### src/rtl/serial_adder.sv
// Bit-serial adder: one full-adder step per cycle, LSB first, with a
// registered carry and a three-state control FSM (IDLE/RUN/FIN).
module serial_adder #(
  parameter int unsigned WIDTH = 8
) (
  input  logic             CLK,
  input  logic             RST,
  input  logic             START,
  input  logic [WIDTH-1:0] A,
  input  logic [WIDTH-1:0] B,
  input  logic             Cin,
  output logic [WIDTH-1:0] S,
  output logic             Cout,
  output logic             BUSY,
  output logic             DONE
);

  localparam int unsigned CW = $clog2(WIDTH) + 1;

  typedef enum logic [1:0] {
    IDLE = 2'd0,
    RUN  = 2'd1,
    FIN  = 2'd2
  } state_t;

  state_t           state, state_nx;
  logic [WIDTH-1:0] a_sh, b_sh, sum_sh, sum_nx;
  logic             carry;
  logic [CW-1:0]    cnt;
  logic             last, accept;
  logic             ha1_s, ha1_c, ha2_s, ha2_c, sbit, cnext;

  // Full adder as two half adders plus an OR on the carries
  always_comb begin
    ha1_s = a_sh[0] ^ b_sh[0];
    ha1_c = a_sh[0] & b_sh[0];
    ha2_s = ha1_s ^ carry;
    ha2_c = ha1_s & carry;
    sbit  = ha2_s;
    cnext = ha1_c | ha2_c;
  end

  // New sum bit enters at the MSB; after WIDTH steps the first bit lands at bit 0
  assign sum_nx = {sbit, {(WIDTH-1){1'b0}}} | (sum_sh >> 1);

  assign last   = (cnt == CW'(WIDTH - 1));
  assign accept = START && (state != RUN);

  always_comb begin
    state_nx = state;
    case (state)
      IDLE:    if (START) state_nx = RUN;
      RUN:     if (last) state_nx = FIN;
      FIN:     state_nx = START ? RUN : IDLE;
      default: state_nx = IDLE;
    endcase
  end

  assign BUSY = (state == RUN);
  assign DONE = (state == FIN);

  always_ff @(posedge CLK) begin
    if (RST) begin
      state  <= IDLE;
      a_sh   <= '0;
      b_sh   <= '0;
      sum_sh <= '0;
      carry  <= 1'b0;
      cnt    <= '0;
      S      <= '0;
      Cout   <= 1'b0;
    end else begin
      state <= state_nx;
      if (accept) begin
        a_sh   <= A;
        b_sh   <= B;
        carry  <= Cin;
        cnt    <= '0;
        sum_sh <= '0;
      end else if (state == RUN) begin
        a_sh   <= a_sh >> 1;
        b_sh   <= b_sh >> 1;
        carry  <= cnext;
        sum_sh <= sum_nx;
        cnt    <= cnt + 1'b1;
        if (last) begin
          S    <= sum_nx;
          Cout <= cnext;
        end
      end
    end
  end

endmodule

### config.mk
export PLATFORM = sky130hd
export DESIGN_NAME = serial_adder
export DESIGN_NICKNAME = d
export VERILOG_FILES = /design/src/rtl/serial_adder.sv
export SDC_FILE = /design/constraint.sdc
export NUM_CORES = 1
export LEC_CHECK = 0
export ABC_AREA = 1
export CORE_MARGIN = 3
export CORE_UTILIZATION = 50
export DETAILED_ROUTE_END_ITERATION = 10
export DONT_BUFFER_PORTS = 1
export HOLD_SLACK_MARGIN = 0.02
export PLACE_DENSITY = 0.66
export REMOVE_ABC_BUFFERS = 1
export SLEW_MARGIN = 40
export SYNTH_ARGS = -nofsm -noshare
export SYNTH_HDL_FRONTEND = slang
export SYNTH_SLANG_ARGS = --single-unit
### constraint.sdc
create_clock -name CLK -period 2.5 [get_ports CLK]
set_clock_uncertainty 0.15 [all_clocks]
set_input_delay 0.5 -clock CLK [delete_from_list [all_inputs] [get_ports CLK]]
set_output_delay 0.5 -clock CLK [all_outputs]
set_load 0.01 [all_outputs]
==> summary.txt <==
Post-detailed-route wirelength per cell -> 11.64 um
RSZ-0062 raised after global routing -> false
CTS tree -> yes
Root buf cell -> clkbuf_4
Cell area after synthesis -> 1744 um^2
Post-synthesis mux area share -> 0%
DR pass1 iterations -> 4
Largest family of logic cells by synthesized area -> simple AND/OR/NAND/NOR gates
Synth top area share -> 44.76%
Top FF cell, synth -> dfxtp_1
Worst-case clock buffer depth -> 2
CP endpoint kind -> output pin
Worst Tran Pin Value -> 0.4025 ns
Max-cap violation count -> 0
Synth area leader -> dfxtp_1
Total negative slack -> 0 ns
Required @ worst endpoint -> 1.85 ns
Crit path max fanout -> 28
Clock Latency Late Sink -> 0.33 ns
# resized after CTS -> 0
Setup WS post-layout -> 0.5841 ns
Post-synthesis sequential area ratio -> 44.76%
Routability congestion estimate -> 0.7063
Remaining antenna violation count -> 0
Nets@finish -> 252
Placed Instances -> 267
Xor/xnor cell area share of the yosys netlist -> 0%
Setup violators final -> 0
Non-filler instance count after layout -> 275
Initial Utilization -> 54.88%
Adder-cell area share of the yosys netlist -> 1.865%
Synth warn -> 0
HP Start -> RST
Number of synthesized flops with an enable pin -> 0
Hpwl dp -> 2207 um
F_max -> 521.9 MHz
GRT Util Overall -> 16.57%
GR Overflow Total -> 0
Chip height -> 65.06 um
Complex-gate fraction of the synthesized area -> 4.304%
R2R setup slack -> 0.91 ns
FF-to-FF End -> S[6]$_SDFFE_PP0P_
First-pass GRT wire length -> 5492 um
Worst Hold Class -> in -> reg
Die ar. -> 4233 um^2
CTS sink cnt -> 39
Count of pins over their slew limit -> 0
Status -> finished clean
Utilization after layout -> 55.98%
Fin crit share -> 76.64%
Antenna Cells -> 0
Leak pwr -> 0.8180 nW
Hold depth -> 1
Ratio of cells with drive above 1 in the final layout -> 12.12%
Critical path class -> reg -> out
Async SR Flop Fraction -> 0%
Vias in the first global route -> 1291
Simple-gate share of the synthesized area -> 38.52%
WHS Endpoint -> b_sh[7]$_SDFFE_PP0P_
Initial antenna violation count -> 0
Worst Path Buf+Inv -> 2
Peak supply drop -> 267.7 uV
Fillcell total -> 314
Max stage delay cell, worst path -> dfxtp_1
Detailed Route WL -> 3201 um
Synth-to-layout area growth -> 2.009%
Syn_area_per_cell -> 7.486 um^2
I/O pins -> 31
Synth area leaders -> dfxtp_1, nand2_1, nand3_1, nand3_2, inv_1
Vias per cell -> 5.138
R2r startpoint -> state[1]$_SDFFE_PP0P_
WP depth -> 3
P per Cell Area -> 598.3 nW/um^2
Area of the core -> 3178 um^2
Register-to-Register Path Depth -> 8
Fin crit period -> 1.916 ns
Final Hold Fails -> 0
Clock transition at the registers of the reported paths -> 0.11 ns
Crit-path max cell delay -> 0.32 ns
Top delay family on crit path -> buffers and inverters
Rows -> 20
Cts bufs inserted -> 5
CP Launch Type -> flop
Critical Path AT -> 1.27 ns
Dpl ws -> 0.8864 ns
DIE WIDTH -> 65.06 um
Hold bufs inserted after CTS -> 0
Flop and latch count out of synthesis -> 39
Postcts setup bufs -> 0
H-tree levels -> 2
Routed via count -> 1413
Mapped Cells -> 233
DR iter-0 viols -> 56
DRC viols -> 0
PortBufs -> 0
Largest net degree at the start of global routing -> 29
Max-slew headroom -> 73.10%
Worst-path cell chain -> inv_1 > nand2_4 > inv_4
Post-synth cell types -> 22
-- power breakdown --
part           internal (mW)  total (mW)  leakage (nW)  switching (mW)
clock                  0.105       0.303        0.0347           0.198
sequential             0.642       0.655         0.317          0.0135
combinational         0.0353       0.106         0.466          0.0704
-- sequential cells by signal (all words and copies together), names as in the netlist --
name    cells
Cout        1
a_sh        8
cnt         4
carry       1
b_sh        8
state       2
S           8
sum_sh      7
-- layout make-up --
cell class / instances / area [um^2] / share of cell area (%)
Sequential cell: 39 / 780.7 / 43.88
Multi-Input combinational cell: 157 / 779.5 / 43.81
Inverter: 25 / 96.34 / 5.415
Clock buffer: 5 / 37.54 / 2.110
Tap cell: 44 / 55.05 / 3.094
Clock inverter: 3 / 15.01 / 0.8439
Timing Repair Buffer: 2 / 15.01 / 0.8439
-- kinds of logic after synthesis --
kind of cell    Yosys count
simple gates            140
fa+ha+maj                 2
compound gates           15
buf+inv                  37
flops                    39
-- metal layers --
layer	track usage, %	vias to the layer above	part of all wire [%]
li1	-	736	-
met1	18.95	640	44
met2	28.74	32	49
met3	5.199	5	5.4
met4	6.218	0	1.4
met5	0	-	0
-- per-stage QoR --
step	hold slack, ns	area (um^2)	power, mW
2_1_floorplan	0.2829	1657	0.7512
3_3_place_gp	0.2923	1727	0.7726
3_5_place_dp	0.3008	1727	0.7763
4_1_cts	0.04869	1779	1.079
5_1_grt	0.03592	1779	1.124
6_report	0.07212	1779	1.064
-- cells in the mapped netlist (2+ instances only) --
cell     instances
nand3_2         10
inv_1           20
inv_2            3
buf_4            2
buf_6            2
o21ai_0          2
dfxtp_1         39
buf_2            7
nand3_1         46
a21oi_1         12
nor2_1           7
nand2_1         73
-- placed cells by master, fill, tap and decap left out --
| master | count |
|---|---|
| o21ai_0 | 2 |
| a21oi_1 | 12 |
| inv_4 | 1 |
| nor2_1 | 7 |
| dfxtp_1 | 39 |
| inv_1 | 20 |
| o21ai_1 | 1 |
| fa_1 | 1 |
| nor3b_2 | 1 |
| inv_2 | 3 |
| nor2_4 | 1 |
| nand3_2 | 10 |
| ha_1 | 1 |
| nand2_1 | 73 |
| buf_4 | 2 |
| clkinv_1 | 1 |
| or2_2 | 1 |
| nand3_1 | 46 |
| nand2_4 | 1 |
| clkbuf_4 | 5 |
| clkinv_2 | 3 |
-- worst max-delay path by stage --
stage | from | end | slack [ns]
floorplan | RST | cnt[2]$_SDFFE_PP0N_ | 0.90
global placement | RST | cnt[2]$_SDFFE_PP0N_ | 0.91
detailed placement | RST | cnt[2]$_SDFFE_PP0N_ | 0.89
CTS | state[0]$_SDFFE_PP0P_ | BUSY | 0.55
global route | state[0]$_SDFFE_PP0P_ | BUSY | 0.47
finish | state[1]$_SDFFE_PP0P_ | BUSY | 0.58
Power figures use the tool's default switching activity.
